## config.mk

```make
export PLATFORM = sky130hd
export DESIGN_NAME = pc_unit
export DESIGN_NICKNAME = d
export VERILOG_FILES = /design/src/rtl/pc_pkg.sv /design/src/rtl/pc_ras.sv /design/src/rtl/pc_unit.sv
export SDC_FILE = /design/constraint.sdc
export NUM_CORES = 1
export LEC_CHECK = 0
export BUFFER_PORTS_ARGS = -buffer_cell sky130_fd_sc_hd__buf_2
export CAP_MARGIN = 20
export CORE_MARGIN = 4
export CORE_UTILIZATION = 49
export CTS_BUF_LIST = sky130_fd_sc_hd__clkbuf_2 sky130_fd_sc_hd__clkbuf_4 sky130_fd_sc_hd__clkbuf_8
export CTS_CLUSTER_DIAMETER = 80
export DETAILED_ROUTE_END_ITERATION = 8
export PLACE_DENSITY = 0.9
export SYNTH_ARGS = -nofsm -noshare
export SYNTH_HDL_FRONTEND = slang
export SYNTH_SLANG_ARGS = --single-unit
```

## constraint.sdc

```tcl
create_clock -name clk_i -period 2.8 [get_ports clk_i]
set_input_delay 0.14 -clock clk_i [delete_from_list [all_inputs] [get_ports clk_i]]
set_output_delay 0.14 -clock clk_i [all_outputs]
set_load 0.005 [all_outputs]
```

## src/rtl/pc_pkg.sv

```systemverilog
// Shared definitions for the fetch-stage program counter.
// Next-PC select encoding plus default widths/step/reset constants.
package pc_pkg;

  localparam int PC_ADDR_W_DEF     = 16;
  localparam int PC_DISP_W_DEF     = 8;
  localparam int PC_INCR_DEF       = 1;
  localparam int PC_RESET_ADDR_DEF = 0;
  localparam int PC_RAS_DEPTH_DEF  = 4;

  // Next-PC source, listed from highest to lowest priority
  typedef enum logic [2:0] {
    PC_SEL_RST,
    PC_SEL_HOLD,
    PC_SEL_JUMP,
    PC_SEL_RET,
    PC_SEL_BRANCH,
    PC_SEL_INCR
  } pc_sel_e;

endpackage

```

## src/rtl/pc_ras.sv

```systemverilog
// Return-address stack: circular buffer of DEPTH entries addressed by a top
// pointer, with a saturating occupancy count. A push into a full stack lands
// on the oldest slot, so the newest DEPTH return addresses are always kept.
// A pop on an empty stack is ignored here; the caller flags it.
module pc_ras
  import pc_pkg::*;
#(
  parameter int DEPTH = PC_RAS_DEPTH_DEF,
  parameter int W     = PC_ADDR_W_DEF
) (
  input  logic         clk_i,
  input  logic         rst_i,
  input  logic         push_i,
  input  logic         pop_i,
  input  logic [W-1:0] wdata_i,
  output logic [W-1:0] top_o,
  output logic         empty_o,
  output logic         full_o
);

  localparam int PTR_W = $clog2(DEPTH);
  localparam int CNT_W = $clog2(DEPTH + 1);

  logic [W-1:0]     mem_q [DEPTH];
  logic [PTR_W-1:0] ptr_q;
  logic [CNT_W-1:0] cnt_q;

  assign top_o   = mem_q[ptr_q];
  assign empty_o = (cnt_q == '0);
  assign full_o  = (cnt_q == CNT_W'(DEPTH));

  // Storage: a push always writes the slot just above the current top
  always_ff @(posedge clk_i) begin
    if (push_i) begin
      mem_q[ptr_q + PTR_W'(1)] <= wdata_i;
    end
  end

  // Top pointer wraps freely (power-of-2 depth); count saturates at DEPTH
  always_ff @(posedge clk_i) begin
    if (rst_i) begin
      ptr_q <= '0;
      cnt_q <= '0;
    end else if (push_i) begin
      ptr_q <= ptr_q + PTR_W'(1);
      if (!full_o) begin
        cnt_q <= cnt_q + CNT_W'(1);
      end
    end else if (pop_i && !empty_o) begin
      ptr_q <= ptr_q - PTR_W'(1);
      cnt_q <= cnt_q - CNT_W'(1);
    end
  end

endmodule

```

## src/rtl/pc_unit.sv

```systemverilog
// Fetch-stage program counter: sequential step, PC-relative branch, absolute
// jump, stall hold and (optionally) call/return through a return-address stack.
// Build option: define PC_RAS_EN to include the return-address stack; without
// it call_i/ret_i are ignored and ras_err_o is constant 0.
module pc_unit
  import pc_pkg::*;
#(
  parameter int                ADDR_W     = PC_ADDR_W_DEF,
  parameter int                DISP_W     = PC_DISP_W_DEF,
  parameter int                INCR       = PC_INCR_DEF,
  parameter logic [ADDR_W-1:0] RESET_ADDR = ADDR_W'(PC_RESET_ADDR_DEF),
  parameter int                RAS_DEPTH  = PC_RAS_DEPTH_DEF
) (
  input  logic              clk_i,
  input  logic              rst_i,
  input  logic              stall_i,
  input  logic              jump_i,
  input  logic [ADDR_W-1:0] jump_tgt_i,
  input  logic              branch_i,
  input  logic [DISP_W-1:0] displacement_i,
  input  logic              call_i,
  input  logic              ret_i,
  output logic [ADDR_W-1:0] addr_imem_o,
  output logic              addr_valid_o,
  output logic              ras_err_o
);

  logic [ADDR_W-1:0] pc_q, pc_d;
  logic              valid_q;
  logic              err_q, err_d;
  logic [ADDR_W-1:0] incr_pc, branch_pc, disp_ext;
  logic [ADDR_W-1:0] ras_top;
  logic              ras_push, ras_pop, ras_empty, ras_full;
  pc_sel_e           sel;

  // Both adders work from the current PC; overflow wraps silently
  assign disp_ext  = {{(ADDR_W - DISP_W){displacement_i[DISP_W-1]}}, displacement_i};
  assign incr_pc   = pc_q + ADDR_W'(INCR);
  assign branch_pc = pc_q + disp_ext;

`ifdef PC_RAS_EN
  // call only rides on a real jump, ret only when no jump; neither while stalled
  assign ras_push = !stall_i && jump_i && call_i;
  assign ras_pop  = !stall_i && !jump_i && ret_i;

  pc_ras #(
    .DEPTH (RAS_DEPTH),
    .W     (ADDR_W)
  ) u_ras (
    .clk_i   (clk_i),
    .rst_i   (rst_i),
    .push_i  (ras_push),
    .pop_i   (ras_pop),
    .wdata_i (incr_pc),
    .top_o   (ras_top),
    .empty_o (ras_empty),
    .full_o  (ras_full)
  );
`else
  // No stack: ret never selects, call is a plain jump, error can never set
  assign ras_push  = 1'b0;
  assign ras_pop   = 1'b0;
  assign ras_top   = '0;
  assign ras_empty = 1'b1;
  assign ras_full  = 1'b0;
  logic unused_ras_ports;
  assign unused_ras_ports = &{1'b0, call_i, ret_i};
`endif

  // Priority decode of the next-PC source
  always_comb begin
    sel = PC_SEL_INCR;
    if (rst_i)         sel = PC_SEL_RST;
    else if (stall_i)  sel = PC_SEL_HOLD;
    else if (jump_i)   sel = PC_SEL_JUMP;
    else if (ras_pop)  sel = PC_SEL_RET;
    else if (branch_i) sel = PC_SEL_BRANCH;
  end

  // Next-PC mux; a return from an empty stack falls back to the sequential step
  always_comb begin
    pc_d = incr_pc;
    case (sel)
      PC_SEL_RST:    pc_d = RESET_ADDR;
      PC_SEL_HOLD:   pc_d = pc_q;
      PC_SEL_JUMP:   pc_d = jump_tgt_i;
      PC_SEL_RET:    pc_d = ras_empty ? incr_pc : ras_top;
      PC_SEL_BRANCH: pc_d = branch_pc;
      default:       pc_d = incr_pc;
    endcase
  end

  // Sticky stack error: overflowing push or underflowing pop
  always_comb begin
    err_d = err_q | (ras_push & ras_full) | (ras_pop & ras_empty);
  end

  // PC, fetch-valid and error registers; reset overrides every other input
  always_ff @(posedge clk_i) begin
    if (rst_i) begin
      pc_q    <= RESET_ADDR;
      valid_q <= 1'b0;
      err_q   <= 1'b0;
    end else begin
      pc_q    <= pc_d;
      valid_q <= 1'b1;
      err_q   <= err_d;
    end
  end

  assign addr_imem_o  = pc_q;
  assign addr_valid_o = valid_q;
  assign ras_err_o    = err_q;

endmodule
```

==> key figures <==
Yosys
  – Distinct cell type count after synthesis: 66
  – Mux cell area share after synthesis: 0.03468
  – EDFF count, synth: 0
  – Post-synthesis compound-gate area fraction: 0.3916
  – Ys flop type: dfxtp_1
  – Seq/Total Area, Yosys: 0.1965
  – Mapped Cells: between 200 and 250
  – Synth Net Count: 264
  – Number of synthesized register bits: 17
  – Post-Synth XOR/XNOR Area: 0.01517
  – Asr flop ratio synth: 0
  – Post-synthesis adder-cell area fraction: 0.06936
  – Largest family of logic cells by synthesized area: compound AO/OA/AOI/OAI gates
  – Yosys warnings: 0
  – Post-Synth Simple-Gate Area: 0.2305
  – Synth Cell Area: 1732 um^2
  – Synth Area per Inst: 7.731 um^2

Clock tree
  – CTS Hold Bufs: 0
  – Reg clk slew, reported paths: 0.11 ns
  – Root buffer cell: clkbuf_4
  – Worst skew pair latency: slightly above 0.3 ns
  – CTS Buf Count: 3
  – Clock sinks: 17
  – CTS max path bufs: 2
  – Post-CTS sizing: 0
  – Htree depth: 1
  – Post-CTS Setup Inserts: 0
  – CTS tree: yes

Route
  – Routed len/inst: 15.70 um
  – DRC Markers: 0
  – Drt pass-1 iters: 4
  – First DRT Iteration DRCs: 131
  – Post-DRT Antenna Nets: 0
  – Routed wire length: about 4900 um
  – Vias per cell: 6.357
  – Vias: 1977

Setup path
  – Critical Path Source: addr_imem_o[0]$_SDFFE_PP0P_
  – RR Endpoint: addr_imem_o[10]$_SDFFE_PP0P_
  – Startpoint Class: flop
  – Max FO, Critical Path: 4
  – WS Path Type: flop to flop
  – R2r setup slk: 0.34 ns
  – FF-to-FF Start: addr_imem_o[0]$_SDFFE_PP0P_
  – R2R depth: 7
  – Crit. End Element: flop
  – WP data arrival: 2.67 ns
  – WP data required: 3.01 ns
  – CP endpoint: addr_imem_o[10]$_SDFFE_PP0P_

Min path
  – Worst hold path type: primary input to flop

Floorplan
  – Core ar.: 3363 um^2
  – Die W: ~67 um
  – Initial core utilization: 0.5149
  – DIE AREA: 4549 um^2
  – Die Y: about 67 um
  – I/O pins: 49
  – Site row count: 21

Global route
  – Total Routing Usage GR: 0.2311
  – Largest net degree at the start of global routing: 28
  – First-pass GRT wire length: 8314 um
  – Initial antenna violation count: 0
  – Vias in the first global route: about 1800
  – Total grt overflow: 0

STA
  – Final Setup Violations: 0
  – Final worst setup slack: 0.3386 ns
  – Worst slew pin tran: about 0.54 ns
  – Period Utilization, post-route: 0.8791
  – Setup TNS: 0 ns
  – Tmin final: 2.461 ns
  – Relative slew slack: 0.6281
  – Final hold slack: ~0.14 ns
  – Final Max Tran Viols: 0
  – RSZ-0062 raised after global routing: no
  – Final hold violation count: 0
  – Clock Skews: 0.01118 ns
  – Max Fclk: between 0.4 and 0.5 GHz

Power and ir drop
  – Leakage: between 0.9 and 1 nW
  – Pwr/cell area: 311.5 nW/um^2
  – Max IR drop VDD: 0.1343 mV

Finish
  – Finished Layout Cells: approximately 310
  – # diodes: 0
  – Nets: 306
  – Final Util: 0.6071
  – Layout cell share with drive strength beyond 1: 0.2755
  – Area growth syn-to-layout: 17.92%

Place
  – Placed Cells: 307
  – Dpl hpwl: 3688 um
  – Port buffer count: 45
  – Routability Congestion: 0.9019
  – Setup slack at placement: between 0.05 and 0.06 ns

Run
  – MaxCap Viol Count: 0

Run status
  – Status: completed
-- cell usage in the layout (no fill, tap or decap), types with 2 or more instances in the layout --
master and count:
a221oi_1 3, o211ai_1 4, o311ai_0 2, nor2_1 21, a22o_1 2, o21a_1 3
a32o_1 2, xnor2_1 3, nand2_1 17, nand3_1 7, clkinv_1 2, buf_4 9
nor2b_1 3, ha_1 7, o21ai_0 8, o221ai_1 5, a211o_1 4, mux2i_1 6
clkbuf_4 4, a211oi_1 3, nor3_1 2, a21o_1 3, dfxtp_1 17, o31a_1 2
o21bai_1 2, and3_1 9, o22ai_1 2, a21oi_1 14, a21o_2 3, inv_1 3
a22oi_1 7, nor4_1 5, buf_2 45, or3_1 5
-- power breakdown --
part	switching [W]	leakage, nW	total [W]	internal [W]
Combinational	0.000106	0.782	0.000196	0.0000909
Clock	0.0000883	0.0184	0.000154	0.0000653
Sequential	0.0000274	0.140	0.000286	0.000259
-- metal layers --
| metal | share of wire | up-vias | track usage |
|---|---|---|---|
| li1 | - | 969 | - |
| met1 | 0.42 | 898 | 0.2965 |
| met2 | 0.46 | 97 | 0.3951 |
| met3 | 0.096 | 13 | 0.02829 |
| met4 | 0.019 | 0 | 0.08354 |
| met5 | 0 | - | 0 |
-- critical path: stages (launching register included) --
cell	delay [ns]
dfxtp_1	0.35
ha_2	0.21
fa_2	0.39
a211o_1	0.34
a211o_1	0.40
a31o_4	0.28
nand3_2	0.06
or3b_1	0.34
-- area by class of cell --
cell class / count / area (um^2)
Inverter: 6 / 22.52
Sequential cell: 17 / 340.3
Tap cell: 46 / 57.56
Clock buffer: 4 / 30.03
Timing Repair Buffer: 54 / 292.8
Fill cell: 330 / 1321
Multi-Input combinational cell: 184 / 1299
-- kinds of logic (layout without fill, tap and decap cells) --
kind of cell | after synthesis | count (layout)
xor+xnor | 3 | 3
fa+ha+maj | 9 | 9
other cells | 1 | 1
buf+inv | 23 | 64
simple gates | 78 | 78
mux | 6 | 6
compound gates | 87 | 87
flops | 17 | 17
-- state kept, by name, indices dropped and copies added (netlist names) --
register and cells:
addr_valid_o 1, addr_imem_o 16
-- synthesized netlist by cell type, types with 2 or more instances --
master | count | area share
a22o_1 | 2 | 0.010
mux2i_1 | 6 | 0.035
nor4_1 | 5 | 0.018
o21ai_0 | 8 | 0.023
buf_2 | 5 | 0.014
a21oi_1 | 14 | 0.040
o211ai_1 | 4 | 0.017
ha_1 | 8 | 0.058
clkinv_1 | 2 | 0.0043
or3_1 | 5 | 0.018
nor2_1 | 21 | 0.046
nand3_1 | 7 | 0.020
a211oi_1 | 3 | 0.013
xnor2_1 | 3 | 0.015
inv_1 | 3 | 0.0065
nor2b_1 | 3 | 0.011
o21a_1 | 3 | 0.013
a221oi_1 | 3 | 0.015
a21o_2 | 3 | 0.015
o311ai_0 | 2 | 0.010
dfxtp_1 | 17 | 0.20
a211o_1 | 4 | 0.020
and3_1 | 9 | 0.033
nor3_1 | 2 | 0.0058
a21o_1 | 3 | 0.013
o221ai_1 | 5 | 0.025
o22ai_1 | 2 | 0.0072
o21bai_1 | 2 | 0.0087
a22oi_1 | 7 | 0.030
clkbuf_1 | 9 | 0.020
nand2_1 | 17 | 0.037
a32o_1 | 2 | 0.012
o31a_1 | 2 | 0.010
-- worst min path at each step --
stage	cells past startpoint	start	endpoint
floorplan	2	jump_tgt_i[9]	addr_imem_o[9]$_SDFFE_PP0P_
global route	3	jump_tgt_i[9]	addr_imem_o[9]$_SDFFE_PP0P_
detailed placement	3	jump_tgt_i[9]	addr_imem_o[9]$_SDFFE_PP0P_
finish	3	jump_tgt_i[9]	addr_imem_o[9]$_SDFFE_PP0P_
global placement	3	jump_tgt_i[9]	addr_imem_o[9]$_SDFFE_PP0P_
CTS	3	jump_tgt_i[9]	addr_imem_o[9]$_SDFFE_PP0P_
-- through the flow --
stage	area, um^2	total power, W
after floorplan	1759	0.0004189
after global placement	2012	0.0004790
after detailed placement	2012	0.0004856
after CTS	2042	0.0006379
after global routing	2042	0.0006761
final	2042	0.0006361
No activity file was read; power rests on OpenSTA's default activity.
